[config.mk]
export PLATFORM = sky130hd
export DESIGN_NAME = wfunc_ctrl
export DESIGN_NICKNAME = d
export VERILOG_FILES = /design/src/rtl/wfunc_ctrl.sv
export SDC_FILE = /design/constraint.sdc
export NUM_CORES = 1
export LEC_CHECK = 0
export ABC_CLOCK_PERIOD_IN_PS = 3300
export BUFFER_PORTS_ARGS = -buffer_cell sky130_fd_sc_hd__buf_2
export CORE_ASPECT_RATIO = 1.25
export CORE_MARGIN = 2
export CORE_UTILIZATION = 53
export CTS_BUF_LIST = sky130_fd_sc_hd__clkbuf_16
export DETAILED_ROUTE_END_ITERATION = 6
export GPL_TIMING_DRIVEN = 0
export PLACE_DENSITY = 0.92
export SETUP_SLACK_MARGIN = 0.4
export SYNTH_ARGS = -nofsm -noshare
export SYNTH_HDL_FRONTEND = slang
export SYNTH_SLANG_ARGS = --single-unit
[constraint.sdc]
create_clock -name clk -period 3.3 [get_ports clk]
set_input_delay 0.66 -clock clk [delete_from_list [all_inputs] [get_ports clk]]
set_output_delay 0.66 -clock clk [all_outputs]
set_load 0.02 [all_outputs]
[src/rtl/wfunc_ctrl.sv]
// APB master sequencer for window_func: soft reset, table load from an AXI-Stream
// coefficient source, arm with status verify, and graceful stop with status polling.
module wfunc_ctrl #(
   parameter int FFT_SIZE = 8192,
   parameter int APB_AW   = $clog2(FFT_SIZE-1)+3,
   parameter int POLL_MAX = 1024
) (
   input  logic              clk,
   input  logic              rst_n,
   input  logic              load_req,
   input  logic              stop_req,
   input  logic              coef_tvalid,
   output logic              coef_tready,
   input  logic              coef_tlast,
   input  logic [31:0]       coef_tdata,
   output logic              armed,
   output logic              busy,
   output logic              err,
   output logic [1:0]        err_code,
   output logic              psel,
   output logic              penable,
   output logic              pwrite,
   output logic [APB_AW-1:0] paddr,
   output logic [31:0]       pwdata,
   input  logic [31:0]       prdata
);
   localparam int NW = $clog2(FFT_SIZE);
   localparam int PW = $clog2(POLL_MAX+1);
   localparam logic [APB_AW-1:0] CTRL_ADDR = APB_AW'(FFT_SIZE*4);
   localparam logic [APB_AW-1:0] STAT_ADDR = APB_AW'((FFT_SIZE+1)*4);
   localparam logic [31:0]       CMD_SRST  = 32'h0000_0001;
   localparam logic [31:0]       CMD_CHG   = 32'h0000_0100;
   localparam logic [NW-1:0]     N_LAST    = NW'(FFT_SIZE-1);
   localparam logic [PW-1:0]     POLL_LAST = PW'(POLL_MAX-1);

   typedef enum logic [3:0] {
      S_IDLE, S_SRST, S_LOAD, S_ARM, S_VFY, S_ARMED, S_STOP, S_SPOLL, S_FAIL
   } state_t;

   state_t              r_state;
   logic                r_psel;
   logic                r_penable;
   logic                r_pwrite;
   logic [APB_AW-1:0]   r_paddr;
   logic [31:0]         r_pwdata;
   logic [NW-1:0]       r_n;
   logic [PW-1:0]       r_poll;
   logic                r_load_end;
   logic                r_load_ok;
   logic                r_armed;
   logic                r_busy;
   logic                r_err;
   logic [1:0]          r_err_code;

   logic                w_req;
   logic                w_req_wr;
   logic [APB_AW-1:0]   w_req_addr;
   logic [31:0]         w_req_data;
   logic                w_access_end;
   logic                w_load_rdy;
   logic                w_load_go;
   logic [1:0]          w_stat;
   logic                w_unused_prdata;

   // Fixed-command transfer issued by each non-LOAD sequencing state
   always_comb begin
      w_req      = 1'b0;
      w_req_wr   = 1'b0;
      w_req_addr = '0;
      w_req_data = '0;
      case (r_state)
         S_SRST, S_FAIL: begin
            w_req = 1'b1; w_req_wr = 1'b1; w_req_addr = CTRL_ADDR; w_req_data = CMD_SRST;
         end
         S_ARM, S_STOP: begin
            w_req = 1'b1; w_req_wr = 1'b1; w_req_addr = CTRL_ADDR; w_req_data = CMD_CHG;
         end
         S_VFY, S_SPOLL: begin
            w_req = 1'b1; w_req_addr = STAT_ADDR;
         end
         default: ;
      endcase
   end

   assign w_access_end    = r_psel & r_penable;
   assign w_load_rdy      = (r_state == S_LOAD) & ~r_psel & ~r_load_end;
   assign w_load_go       = w_load_rdy & coef_tvalid;
   assign w_stat          = prdata[9:8];
   assign w_unused_prdata = ^{prdata[31:10], prdata[7:0]};

   // A coefficient handshake cycle doubles as the setup phase, giving 2 cycles per beat
   assign coef_tready = w_load_rdy;
   assign psel        = r_psel | w_load_go;
   assign penable     = r_penable;
   assign pwrite      = r_pwrite | w_load_go;
   assign paddr       = w_load_go ? APB_AW'({r_n, 2'b00}) : r_paddr;
   assign pwdata      = w_load_go ? coef_tdata : r_pwdata;
   assign armed       = r_armed;
   assign busy        = r_busy;
   assign err         = r_err;
   assign err_code    = r_err_code;

   always_ff @(posedge clk or negedge rst_n) begin
      if (!rst_n) begin
         r_state    <= S_IDLE;
         r_psel     <= 1'b0;
         r_penable  <= 1'b0;
         r_pwrite   <= 1'b0;
         r_paddr    <= '0;
         r_pwdata   <= '0;
         r_n        <= '0;
         r_poll     <= '0;
         r_load_end <= 1'b0;
         r_load_ok  <= 1'b0;
         r_armed    <= 1'b0;
         r_busy     <= 1'b0;
         r_err      <= 1'b0;
         r_err_code <= 2'b00;
      end else begin
         if (w_load_go) begin
            r_psel    <= 1'b1;
            r_penable <= 1'b1;
            r_pwrite  <= 1'b1;
            r_paddr   <= APB_AW'({r_n, 2'b00});
            r_pwdata  <= coef_tdata;
         end else if (w_req && !r_psel) begin
            r_psel   <= 1'b1;
            r_pwrite <= w_req_wr;
            r_paddr  <= w_req_addr;
            r_pwdata <= w_req_data;
         end else if (r_psel && !r_penable) begin
            r_penable <= 1'b1;
         end else if (w_access_end) begin
            r_psel    <= 1'b0;
            r_penable <= 1'b0;
            r_pwrite  <= 1'b0;
            r_paddr   <= '0;
            r_pwdata  <= '0;
         end

         case (r_state)
            S_IDLE: if (load_req) begin
               r_state    <= S_SRST;
               r_busy     <= 1'b1;
               r_err      <= 1'b0;
               r_err_code <= 2'b00;
            end
            S_SRST: if (w_access_end) begin
               r_state    <= S_LOAD;
               r_n        <= '0;
               r_load_end <= 1'b0;
               r_load_ok  <= 1'b0;
            end
            S_LOAD: begin
               // Any tlast or the final index ends the stream; only both together is valid
               if (w_load_go) begin
                  r_n <= r_n + 1'b1;
                  if (coef_tlast || (r_n == N_LAST)) begin
                     r_load_end <= 1'b1;
                     r_load_ok  <= coef_tlast && (r_n == N_LAST);
                  end
               end else if (w_access_end && r_load_end) begin
                  r_load_end <= 1'b0;
                  if (r_load_ok) begin
                     r_state <= S_ARM;
                  end else begin
                     r_state    <= S_IDLE;
                     r_busy     <= 1'b0;
                     r_err      <= 1'b1;
                     r_err_code <= 2'b01;
                  end
               end
            end
            S_ARM: if (w_access_end) begin
               r_state <= S_VFY;
               r_poll  <= '0;
            end
            S_VFY: if (w_access_end) begin
               if (w_stat == 2'b01 || w_stat == 2'b10) begin
                  r_state <= S_ARMED;
                  r_armed <= 1'b1;
                  r_busy  <= 1'b0;
               end else if (r_poll == POLL_LAST) begin
                  r_state <= S_FAIL;
               end else begin
                  r_poll <= r_poll + 1'b1;
               end
            end
            S_ARMED: if (stop_req) begin
               r_state <= S_STOP;
               r_armed <= 1'b0;
               r_busy  <= 1'b1;
            end
            S_STOP: if (w_access_end) begin
               r_state <= S_SPOLL;
               r_poll  <= '0;
            end
            S_SPOLL: if (w_access_end) begin
               if (w_stat == 2'b00) begin
                  r_state <= S_IDLE;
                  r_busy  <= 1'b0;
               end else if (r_poll == POLL_LAST) begin
                  r_state <= S_FAIL;
               end else begin
                  r_poll <= r_poll + 1'b1;
               end
            end
            S_FAIL: if (w_access_end) begin
               r_state    <= S_IDLE;
               r_err      <= 1'b1;
               r_err_code <= 2'b10;
               r_busy     <= 1'b0;
               r_armed    <= 1'b0;
            end
            default: r_state <= S_IDLE;
         endcase
      end
   end
endmodule
Yosys cells after proc, flatten, opt, wreduce, memory -nomap -nowiden
Cells that the tools add are included.
W data, S select, Z words.
{"block": "op_classes", "add_sub_neg": 2, "eq_ne": 34, "muxes": 81, "bitwise": 8, "reduce_logical": 32}
{"operator": "$mux W32", "n": 5}
{"operator": "$mux W16", "n": 5}
{"operator": "$mux W11", "n": 6}
{"operator": "$mux W4", "n": 13}
{"operator": "$pmux W4 S9", "n": 1}
{"operator": "$mux W1", "n": 33}
{"operator": "$pmux W11 S3", "n": 1}
{"operator": "$ne A2 B2 Y1 const B", "n": 16}
{"operator": "$pmux W16 S2", "n": 1}
{"operator": "$mux W13", "n": 2}
{"operator": "$pmux W13 S2", "n": 1}
{"operator": "$pmux W9 S2", "n": 1}
{"operator": "$eq A4 B3 Y1 const B", "n": 4}
{"operator": "$reduce_bool A3 Y1", "n": 5}
{"operator": "$add A13 B1 Y13 const B", "n": 1}
{"operator": "$eq A13 B13 Y1 const B", "n": 1}
{"operator": "$mux W2", "n": 6}
{"operator": "$reduce_and A6 Y1", "n": 2}
{"operator": "$add A11 B1 Y11 const B", "n": 1}
{"operator": "$eq A11 B10 Y1 const B", "n": 1}
{"operator": "$reduce_and A11 Y1", "n": 1}
{"operator": "$reduce_and A10 Y1", "n": 1}
{"operator": "$eq A4 B2 Y1 const B", "n": 2}
{"operator": "$reduce_and A4 Y1", "n": 2}
{"operator": "27 further kinds", "n": 45}
{"block": "totals", "regBits": 86, "input_bits": 70, "output_inout_bits": 57, "elab_cells": 171}

Longest topological paths before layout
{"block": "logic_depth", "ltp_word": 6, "depth_mapped": 8, "ltp_nobuf": 7}

Least setup slack after synthesis
No wires, ideal clock.
{"block": "synth_timing", "path_kind": "register to output", "start": "register r_state[0]", "end": "output paddr[2]", "t_arrival_ns": 2.155, "t_required_ns": 2.640, "slack_ns": 0.485, "path_stages_with_launch": 9, "n_path_buf": 4, "cell_sequence": "dfrtp_1 > buf_6 > or4b_4 > buf_6 > or4b_4 > buf_6 > buf_6 > nand2_1 > nand2_1"}
{"block": "synth_between", "elab_chain_len": 5}
{"item": "from (decl)", "line": "40", "rtl": "state_t r_state;"}
{"item": "from (signal assigned)", "line": "105", "rtl": "r_state <= S_IDLE;"}
{"item": "from (signal assigned)", "line": "143", "rtl": "r_state <= S_SRST;"}
{"item": "from (signal assigned)", "line": "149", "rtl": "r_state <= S_LOAD;"}
{"item": "$eq A4 B2 Y1", "line": "86", "rtl": "assign w_load_rdy = (r_state == S_LOAD) & ~r_psel & ~r_load_end;"}
{"item": "$and A1 B1 Y1 (2 in series)", "line": "86"}
{"item": "$and A1 B1 Y1", "line": "87", "rtl": "assign w_load_go = w_load_rdy & coef_tvalid;"}
{"item": "$mux W16", "line": "96", "rtl": "assign paddr = w_load_go ? APB_AW'({r_n, 2'b00}) : r_paddr;"}
{"item": "to (decl)", "line": "23", "rtl": "output logic [APB_AW-1:0] paddr,"}
Every way passes these cells.

Worst setup path in the final report
{"block": "layout_timing", "start": "register r_state[0]", "end": "output pwdata[24]"}
{"block": "layout_between", "elab_chain_len": 5}
{"item": "$eq A4 B2 Y1", "line": "86"}
{"item": "$and A1 B1 Y1 (2 in series)", "line": "86"}
{"item": "$and A1 B1 Y1", "line": "87"}
{"item": "$mux W32", "line": "97", "rtl": "assign pwdata = w_load_go ? coef_tdata : r_pwdata;"}
{"item": "to (decl)", "line": "24", "rtl": "output logic [31:0] pwdata,"}
Every way passes these cells.

==> flow_summary.toml <==
[route]
wirelength_um = 14900
postRouteAntennaNets = 0
drt_iter0_drc = 424
vias = 4765
drt-pass1-iter-count = 5
wl_per_cell_um = 19.1
drc = 0
viasPerCell = 6.13

[synth]
ys_types = 63
synth_compound_area_share_pct = 19.5
synthMuxAreaShare_pct = 1.40
synth_top_area_share_pct = 45.3
ys_seq_elements = 84
synth_adder_area_share_pct = 0.808
synth_enable_flop_cells = 0
ys.flop_type = "dfrtp_1"
synth_simple_gate_area_share_pct = 25.5
synth_warnings = 0
synth_cells = 534
synth_top_family_by_area = "simple AND/OR/NAND/NOR gates"
synth_area_um2 = 4640
async_flop_share_pct = 100
synth_xor_xnor_area_share_pct = 2.07
seq_area_frac_synth_pct = 45.3
syn_avg_cell_area_um2 = 8.70
yosys-top-cells-area = "dfrtp_1, nand2_1, a22o_1"
synth_largest_area_cell = "dfrtp_1"

[critical_path]
required_ps = 2640
path_class = "reg -> out"
crit_fanout = 10
critPathLaunchType = "flip-flop"
worstPathArrival_ps = 2680
endpoint_kind = "primary output"

[finish]
diodes = 0
area_delta_synth_final_pct = 29.0
nNetsFinal = 725
fill_cells = 593
drive_gt1_share_pct = 27.5

[power]
p_leak_nw = 3.03
power_density_nw_per_um2 = 766
peakVddDrop_uv = 427
power.total_mw = 4.59

[flow_run]
maxCapViolations = 0

[global_routing]
overflow = 0
grt_pass1_wl_um = 21800
antenna_found_initial = 0
grt_max_degree = 70
grt.total_usage_pct = 29.3
grt_pass1_vias = 4525

[cts]
h-tree-depth = 3
path_clk_slew_ps = 60
cts_buffer_depth = 2
clkLatencyLatePin_ps = 350
cts_root_buf = "clkbuf_16"
cts.sinks = 84
cts_tree = "yes"
numCtsBuffers = 9

[sta]
rsz0062_at_grt = "yes"
final-setup-viol-count = 7
fmax_ghz = 0.300
slew_violations = 0
hold_violations = 0
relSlewSlack_pct = 20.0
finalWorstSetupSlack_ps = -35.9
holdWs_ps = 170
fin_crit_sh_pct = 101
min_period_ps = 3340
skew_ps = 8.71
worstMarginPinSlew_ps = 1190

[worst_hold_path]
hold_path.class = "in -> async"

[die]
die_w_um = 87.7
rows = 38
die_area_um2 = 9530
core-area_um2 = 8610
top_level_ports = 127
start_util_pct = 54.0
die_y_um = 109

[placed_design]
io_buffers = 94
dp_hpwl_um = 9110
routabilityCongestion = 0.938

[status]
outcome = "finished, violations left"
violations = "negative setup slack"
[metal layers]
| layer | global-route usage [%] | up-vias | share of wire, % |
|---|---|---|---|
| met3 | 6.81 | 53 | 7.4 |
| met4 | 10.9 | 0 | 3.1 |
| li1 | - | 2105 | - |
| met2 | 51.8 | 307 | 52 |
| met5 | 0 | - | 0 |
| met1 | 34.1 | 2300 | 37 |
[final timing paths]
check	start	end	slack, ps	cells after the start
worst min-delay path	rst_n	r_pwdata[10]$_DFFE_PN0P_	170	1
max in group asynchronous	rst_n	r_n[1]$_DFFE_PN0P_	2510	2
worst min register to register	r_pwdata[10]$_DFFE_PN0P_	r_pwdata[10]$_DFFE_PN0P_	500	1
min in group clk	r_pwdata[10]$_DFFE_PN0P_	r_pwdata[10]$_DFFE_PN0P_	500	1
worst max-delay path	r_state[0]$_DFFE_PN0P_	pwdata[24]	-40	9
worst max register to register	r_state[0]$_DFFE_PN0P_	r_pwdata[13]$_DFFE_PN0P_	550	9
[critical path, cell delays in order (launching register included)]
cell,delay (ps)
dfrtp_1,370
buf_6,120
or4b_4,570
buf_8,140
or4b_4,480
buf_8,170
buf_8,150
nand2_1,90
nand2_1,70
buf_2,170
[layout by cell type, fill, tap and decap left out, drive strengths merged, types with 5 or more instances in the layout]
cell type / instances
a21o: 5
a21oi: 14
a22o: 45
and3: 6
buf: 129
clkbuf: 23
dfrtp: 84
inv: 8
nand2: 168
nand3: 8
nand4: 6
nor2: 30
nor3: 9
o211ai: 6
o21ai: 29
xor2: 7
[state kept, by name, indices dropped and copies added (netlist names)]
signal and flops:
r_pwdata 32, r_paddr 14, r_n 13, r_poll 11
r_state 4, err_code 2, armed 1, busy 1
err 1, penable 1, r_load_end 1, r_load_ok 1
r_psel 1, r_pwrite 1
[synth_stat cells, drive strengths merged, types with 3 or more instances]
cell type and instances:
a21o 5, a21oi 14, a221o 3, a22o 45, and2 3, and3 6, buf 25, clkbuf 12
dfrtp 84, ha 3, inv 6, mux2 4, nand2 168, nand2b 4, nand3 8, nand3b 3
nand4 6, nor2 30, nor2b 3, nor3 9, nor4 4, nor4b 3, o211ai 6, o21ai 29
or3 3, xnor2 4, xor2 7
[layout make-up]
class                           count  area (µm²)  area share, %
Multi-Input combinational cell    407        2360           39.5
Tap cell                          120         150           2.51
Timing Repair Buffer              106         776           13.0
Clock buffer                        9         225           3.76
Clock inverter                      7        91.3           1.52
Inverter                            7        26.3          0.439
Buffer                             37         255           4.26
Sequential cell                    84        2100           35.1
[per-stage QoR]
| stage | TNS, ps | utilization (%) | instances | setup WS [ps] | instance area (µm²) |
|---|---|---|---|---|---|
| 4_1_cts | -108 | 68.1 | 773 | -21.0 | 5860 |
| 5_1_grt | -1800 | 69.6 | 777 | -99.6 | 5990 |
| 3_5_place_dp | 0 | 61.6 | 750 | 243 | 5300 |
| 3_3_place_gp | 0 | 61.2 | 749 | 281 | 5270 |
| 6_report | -76.4 | 69.6 | 777 | -35.9 | 5990 |
| 2_1_floorplan | 0 | - | 535 | 485 | 4650 |
[power by group]
part | switching (mW) | internal (mW)
Clock | 0.427 | 0.660
Combinational | 1.33 | 0.802
Sequential | 0.160 | 1.21
Total | 1.92 | 2.67
[logic make-up (layout without fill, tap and decap cells)]
family,count (synthesis),after routing
mux,6,6
xor+xnor,11,11
flops,84,84
buf+inv,44,166
simple gates,262,262
other cells,1,2
fa+ha+maj,3,3
compound gates,123,123
[repair_timing]
action,CTS,global route
buffers inserted,7,4
pin swaps,3,5
resized for setup,69,32
hold buffers,0,0
endpoints found under the setup margin,48,53
No activity file was read; power rests on OpenSTA's default activity.
